**src/rtl/operand_issuer_pkg.sv**
```systemverilog
// Shared types and defaults for the operand issuer: FSM states, error codes
// and the valid-prefix helper used to count usable accumulator operands.
package operand_issuer_pkg;

    localparam int DEF_DATA_W      = 8;
    localparam int DEF_PC_W        = 12;
    localparam int DEF_OPC_W       = 4;
    localparam int DEF_TIMEOUT_CYC = 64;

    typedef enum logic [2:0] {
        IDLE  = 3'd0,
        CHECK = 3'd1,
        ISSUE = 3'd2,
        WAIT  = 3'd3,
        CLEAR = 3'd4,
        ERR   = 3'd5
    } state_t;

    typedef enum logic [1:0] {
        ERR_NONE      = 2'd0,
        ERR_UNDERFLOW = 2'd1,
        ERR_TIMEOUT   = 2'd2
    } err_code_t;

    // Operands are only usable as a contiguous prefix from r0; a hole ends the count.
    function automatic logic [1:0] prefix_avail(input logic [2:0] vld);
        logic [1:0] cnt;
        casez (vld)
            3'b111:  cnt = 2'd3;
            3'b?11:  cnt = 2'd2;
            3'b??1:  cnt = 2'd1;
            default: cnt = 2'd0;
        endcase
        return cnt;
    endfunction

endpackage

```
**src/rtl/operand_issuer_timer.sv**
```systemverilog
// Wait-phase cycle counter: cleared outside WAIT, counts while enabled and
// flags expiry on its last allowed value.
module issue_timer #(
    parameter int TIMEOUT_CYC = 64
) (
    input  logic clk,
    input  logic rst_n,
    input  logic clr,
    input  logic en,
    output logic expired
);

    localparam int            TW   = $clog2(TIMEOUT_CYC);
    localparam logic [TW-1:0] LAST = TW'(TIMEOUT_CYC - 1);

    logic [TW-1:0] count_r;
    logic          expired_s;

    // Expiry decode of the current count.
    always_comb begin
        expired_s = (count_r == LAST);
    end

    // Counter saturates at the expiry value so it can never wrap back to zero.
    always_ff @(posedge clk or negedge rst_n) begin
        if (!rst_n) begin
            count_r <= {TW{1'b0}};
        end else if (clr) begin
            count_r <= {TW{1'b0}};
        end else if (en && !expired_s) begin
            count_r <= count_r + {{(TW-1){1'b0}}, 1'b1};
        end else begin
            count_r <= count_r;
        end
    end

    assign expired = expired_s;

endmodule

```
**src/rtl/operand_issuer.sv**
```systemverilog
// Consumer side of the operand accumulator: checks operand availability,
// issues to the ALU over valid/ready, waits for the result and clears the accumulator.
module operand_issuer
    import operand_issuer_pkg::*;
#(
    parameter int DATA_W      = DEF_DATA_W,
    parameter int PC_W        = DEF_PC_W,
    parameter int OPC_W       = DEF_OPC_W,
    parameter int TIMEOUT_CYC = DEF_TIMEOUT_CYC
) (
    input  logic              clk,
    input  logic              rst_n,
    input  logic              op_req,
    input  logic [OPC_W-1:0]  op_code,
    input  logic [1:0]        op_nargs,
    input  logic [PC_W-1:0]   prog_ctr,
    input  logic [DATA_W-1:0] r0,
    input  logic [DATA_W-1:0] r1,
    input  logic [DATA_W-1:0] r2,
    input  logic              r0_valid,
    input  logic              r1_valid,
    input  logic              r2_valid,
    input  logic              alu_ready,
    input  logic              alu_done,
    input  logic [DATA_W-1:0] alu_result,
    output logic              alu_valid,
    output logic [DATA_W-1:0] alu_a,
    output logic [DATA_W-1:0] alu_b,
    output logic [DATA_W-1:0] alu_c,
    output logic [OPC_W-1:0]  alu_op,
    output logic              acc_op_en,
    output logic              busy,
    output logic              result_valid,
    output logic [DATA_W-1:0] result,
    output logic              err,
    output logic [1:0]        err_code
);

    state_t            state_r;
    logic [PC_W-1:0]   last_pc_r;
    logic [1:0]        nargs_r;
    logic              alu_valid_r;
    logic [DATA_W-1:0] alu_a_r;
    logic [DATA_W-1:0] alu_b_r;
    logic [DATA_W-1:0] alu_c_r;
    logic [OPC_W-1:0]  alu_op_r;
    logic              acc_op_en_r;
    logic              busy_r;
    logic              result_valid_r;
    logic [DATA_W-1:0] result_r;
    logic              err_r;
    err_code_t         err_code_r;

    logic [1:0]        avail_s;
    logic              pass_s;
    logic              new_pc_s;
    logic              tmr_clr_s;
    logic              tmr_en_s;
    logic              tmr_expired_s;

    // Operand availability, PC dedupe and timer control decode.
    always_comb begin
        avail_s   = prefix_avail({r2_valid, r1_valid, r0_valid});
        pass_s    = (avail_s >= nargs_r);
        new_pc_s  = (prog_ctr != last_pc_r);
        tmr_clr_s = (state_r != WAIT);
        tmr_en_s  = (state_r == WAIT);
    end

    issue_timer #(
        .TIMEOUT_CYC(TIMEOUT_CYC)
    ) u_timer (
        .clk     (clk),
        .rst_n   (rst_n),
        .clr     (tmr_clr_s),
        .en      (tmr_en_s),
        .expired (tmr_expired_s)
    );

    // Control FSM; every output is a register, pulses default low each cycle.
    always_ff @(posedge clk or negedge rst_n) begin
        if (!rst_n) begin
            state_r        <= IDLE;
            last_pc_r      <= {PC_W{1'b1}};
            nargs_r        <= 2'd0;
            alu_valid_r    <= 1'b0;
            alu_a_r        <= {DATA_W{1'b0}};
            alu_b_r        <= {DATA_W{1'b0}};
            alu_c_r        <= {DATA_W{1'b0}};
            alu_op_r       <= {OPC_W{1'b0}};
            acc_op_en_r    <= 1'b0;
            busy_r         <= 1'b0;
            result_valid_r <= 1'b0;
            result_r       <= {DATA_W{1'b0}};
            err_r          <= 1'b0;
            err_code_r     <= ERR_NONE;
        end else begin
            acc_op_en_r    <= 1'b0;
            result_valid_r <= 1'b0;
            err_r          <= 1'b0;
            case (state_r)
                IDLE: begin
                    if (op_req && new_pc_s) begin
                        alu_op_r  <= op_code;
                        nargs_r   <= op_nargs;
                        last_pc_r <= prog_ctr;
                        busy_r    <= 1'b1;
                        state_r   <= CHECK;
                    end else begin
                        state_r   <= IDLE;
                    end
                end
                CHECK: begin
                    if (pass_s) begin
                        alu_a_r     <= (nargs_r >= 2'd1) ? r0 : {DATA_W{1'b0}};
                        alu_b_r     <= (nargs_r >= 2'd2) ? r1 : {DATA_W{1'b0}};
                        alu_c_r     <= (nargs_r == 2'd3) ? r2 : {DATA_W{1'b0}};
                        alu_valid_r <= 1'b1;
                        state_r     <= ISSUE;
                    end else begin
                        err_r       <= 1'b1;
                        err_code_r  <= ERR_UNDERFLOW;
                        acc_op_en_r <= 1'b1;
                        state_r     <= ERR;
                    end
                end
                ISSUE: begin
                    if (alu_ready) begin
                        alu_valid_r <= 1'b0;
                        state_r     <= WAIT;
                    end else begin
                        state_r     <= ISSUE;
                    end
                end
                WAIT: begin
                    // A done strobe on the expiry cycle still delivers the result.
                    if (alu_done) begin
                        result_r       <= alu_result;
                        result_valid_r <= 1'b1;
                        acc_op_en_r    <= 1'b1;
                        state_r        <= CLEAR;
                    end else if (tmr_expired_s) begin
                        err_r          <= 1'b1;
                        err_code_r     <= ERR_TIMEOUT;
                        acc_op_en_r    <= 1'b1;
                        state_r        <= ERR;
                    end else begin
                        state_r        <= WAIT;
                    end
                end
                CLEAR: begin
                    busy_r  <= 1'b0;
                    state_r <= IDLE;
                end
                ERR: begin
                    busy_r  <= 1'b0;
                    state_r <= IDLE;
                end
                default: begin
                    alu_valid_r <= 1'b0;
                    busy_r      <= 1'b0;
                    state_r     <= IDLE;
                end
            endcase
        end
    end

    assign alu_valid    = alu_valid_r;
    assign alu_a        = alu_a_r;
    assign alu_b        = alu_b_r;
    assign alu_c        = alu_c_r;
    assign alu_op       = alu_op_r;
    assign acc_op_en    = acc_op_en_r;
    assign busy         = busy_r;
    assign result_valid = result_valid_r;
    assign result       = result_r;
    assign err          = err_r;
    assign err_code     = err_code_r;

endmodule

```
**config.mk**
```make
export PLATFORM = sky130hd
export DESIGN_NAME = operand_issuer
export DESIGN_NICKNAME = d
export VERILOG_FILES = /design/src/rtl/operand_issuer_pkg.sv /design/src/rtl/operand_issuer_timer.sv /design/src/rtl/operand_issuer.sv
export SDC_FILE = /design/constraint.sdc
export NUM_CORES = 1
export LEC_CHECK = 0
export CORE_UTILIZATION = 49
export DETAILED_ROUTE_END_ITERATION = 6
export PLACE_DENSITY_LB_ADDON = 0.3
export SLEW_MARGIN = 25
export SYNTH_ARGS = -nofsm -noshare
export SYNTH_HDL_FRONTEND = slang
export SYNTH_SLANG_ARGS = --single-unit
export TNS_END_PERCENT = 20
```
**constraint.sdc**
```tcl
create_clock -name clk -period 3.6 [get_ports clk]
set_input_delay 0.54 -clock clk [delete_from_list [all_inputs] [get_ports clk]]
set_output_delay 0.54 -clock clk [all_outputs]
set_load 0.01 [all_outputs]
```
==> metrics.md <==
| Metric | Value |
|---|---|
| Status | completed |
| CTS Hold Bufs | 0 |
| PwrDens | 797 mW/mm2 |
| Switching part of the total power | 31.6% |
| Clk_skew | 0.00820 ns |
| Num CTS Buffers | 9 |
| FP Rows | 28 |
| Pin count of the biggest net entering global routing | 47 |
| Final Max Tran Viols | 0 |
| First-pass iteration count of the detailed router | 4 |
| Nets | 404 |
| # port buffers | 100 |
| Via count | about 2,200 |
| Cell Count, Final, Fillers Out | 423 |
| Final setup violation count | 0 |
| Hold Crit Class | in -> async |
| Clock Power Share | 18.3% |
| Iter 0 DRT Violations | 121 |
| Final period utilization | 65.4% |
| Distinct cell type count after synthesis | 43 |
| Tot Pwr | 3.39 mW |
| Rel. slew slack | between 50% and 60% |
| Post-Syn Area | just over 0.003 mm2 |
| Number of synthesized register bits | 66 |
| Ports | 101 |
| Fin Setup TNS | 0 ns |
| Routing usage on met2 | 35.0% |
| Area Growth Syn to Fin | 40.5% |
| Hpwl dp | between 4000 and 5000 um |
| Clk slew on worst S/H paths | 0.07 ns |
| Root Driver | clkbuf_8 |
| Cells after DPL | 407 |
| First-pass GRT wire length | 10,300 um |
| CTS tree | built |
| Syn nets | 300 |
| Syn Inst Count | 239 |
| Die Width | 80.6 um |
| Reg2reg end | alu_c[1] |
| ANT cells | 0 |
| P_int | 2.32 mW |
| Pleak | 1.89 nW |
| Logic pwr share | 42.1% |
| Max-Cap Viols | 0 |
| Type of the worst setup path | in -> reg |
| Fmax | 425 MHz |
| Crit Path Max Fanout | 24 |
| Data required, critical path | 3.81 ns |
| Met3 global-route usage | about 4.7% |
| Critical R2R Launch | nargs_r[1] |
| CP arrival | 2.57 ns |
| Core area | 0.00592 mm2 |
| CTS H-tree depth | 3 |
| Critical Path Source | r1_valid |
| Unrepaired setup endpoints after global routing | no |
| Seq/Total Area, Yosys | 55.1% |
| ANT nets after route | 0 |
| CTS resizes | 0 |
| Final Hold Viols | 0 |
| Worst setup margin | around 1.2 ns |
| DRC | 0 |
| Flop2flop setup slack | 1.43 ns |
| Vias in the first global route | 2,216 |
| Sink Count | 66 |
| Buffer count from post-CTS setup fixing | 0 |
| Post-Route WL | 6190 um |
| CP endpoint | alu_c[1] |
| Die area | approximately 0.0065 mm2 |
| Clock buffer depth | 2 |
| NetSw | ~1.1 mW |
| Remaining Overflow, GRT | 0 |
| Gr busiest metal | met2 |
| Minimum clock period | 2.35 ns |
| FF-to-FF path depth | 5 |
| Max VDD drop | 0.467 mV |
| Syn Area/Cell | around 13 um2 |
| Placement Setup Slack | 0.908 ns |
| Routability congestion estimate from global placement | roughly 0.75 |
| Layout cells sized above 1 | a little under a fifth |
| Die height | roughly 81 um |
| Ys Warns | 0 |
| Worst-Skew Late Latency | 0.33 ns |
| Sequential power share | between 30% and 40% |
| DR vias/cell | 5.10 |
| Grt met1 use | 27.0% |
| Initial Util | 51.1% |
| Initial antenna violation count | 0 |
| GRT Total Usage | around a fifth |
| Wire length per cell | 14.6 um |
| CP startpoint kind | primary input |
| CP endpoint kind | register |
| Worst slew pin tran | 0.608 ns |
logic make-up after synthesis:
kind of cell             synth area share (%)
AO/OA/AOI/OAI                            4.63
XOR/XNOR                                 3.77
adder cells (fa/ha/maj)                  1.24
buffers and inverters                    5.42
flip-flops                               55.1
multiplexers                             19.8
AND/OR/NAND/NOR                          10.1
through the flow:
step                instance area [um2]  hold WS, ns  utilization [%]
floorplan                          3020        0.244                -
global placement                   4050        0.465             68.4
detailed placement                 4050        0.466             68.4
CTS                                4250        0.405             71.7
global route                       4250        0.248             71.8
finish                             4250        0.199             71.8
worst min-delay path by stage:
stage / from / endpoint / slack [ns]
global route: rst_n / alu_b[1] / 0.25
global placement: busy / busy / 0.47
CTS: rst_n / alu_op[1] / 0.40
detailed placement: err_code[1] / err_code[1] / 0.47
floorplan: rst_n / acc_op_en / 0.24
finish: rst_n / alu_b[3] / 0.20
layer usage:
layer | wire (um) | vias up
li1 | - | 1022
met1 | 2780 | 1049
met2 | 2840 | 76
met3 | 480 | 9
met4 | 89 | 0
met5 | 0 | -
worst max-delay path, cell delays in order:
cell	delay, ns
clkdlybuf4s50_1	0.46
inv_1	0.03
o21ai_0	0.23
ha_1	0.27
nand2b_1	0.15
a21o_1	0.20
and3_4	0.30
mux2_1	0.36
area by class of cell:
cell class                      count  area, um2
Fill cell                         432       1670
Sequential cell                    66       1670
Multi-Input combinational cell    141       1190
Timing Repair Buffer              102       1010
Clock buffer                       12        145
Tap cell                           75       93.8
Inverter                           23       86.3
Clock inverter                      4       51.3
cells in the mapped netlist (all sizes together):
master / instances / area [um2]
nor2b: 2 / 20.0
a211oi: 1 / 7.51
mux2i: 17 / 170
nor3: 3 / 15.0
o211ai: 1 / 7.51
nor4b: 1 / 15.0
nor2: 3 / 11.3
xnor2: 13 / 114
dfstp: 12 / 315
and3: 10 / 67.6
o31a: 1 / 8.76
mux2: 34 / 428
and2: 2 / 12.5
nand4: 4 / 31.3
o31ai: 1 / 7.51
a21oi: 5 / 25.0
a21o: 3 / 22.5
and4b: 1 / 10.0
inv: 23 / 86.3
ha: 3 / 37.5
nand2b: 3 / 18.8
clkbuf: 2 / 7.51
buf: 7 / 70.1
nand2: 17 / 63.8
nand3: 4 / 25.0
or2: 1 / 6.26
o21ai: 5 / 25.0
o311a: 1 / 10.0
a31oi: 3 / 18.8
o21bai: 1 / 7.51
dfrtp: 54 / 1350
nor3b: 1 / 7.51
power by group through the flow:
stage	sequential [mW]	combinational, mW	clock, mW
after global routing	1.38	1.56	0.668
after detailed placement	1.35	1.44	0
after CTS	1.35	1.44	0.635
after floorplan	1.41	0.779	0
after global placement	1.34	1.40	0
final	1.34	1.43	0.620
cell usage in the layout (no fill, tap or decap), types with 2 or more instances in the layout:
cell type	count
ha_1	3
a21o_1	3
clkdlybuf4s50_1	99
mux2_4	12
inv_1	22
nor3_1	3
a31oi_1	3
dfstp_2	12
and2_1	2
buf_4	3
nand2_1	17
and3_1	9
dfrtp_1	54
nand2b_1	3
nand4_1	3
mux2_1	4
nor2_1	3
clkbuf_1	2
nand3_1	3
mux2i_1	17
a21oi_1	5
clkbuf_8	10
o21ai_0	5
xnor2_1	13
mux2_2	18
flip-flops by register name (all words and copies together), names as in the netlist:
name             cells
last_pc_r           12
result               8
result_valid         1
nargs_r              2
alu_b                8
busy                 1
alu_valid            1
err                  1
err_code             2
acc_op_en            1
alu_a                8
u_timer.count_r      6
alu_op               4
state_r              3
alu_c                8
(Power assumes the default switching activity.)
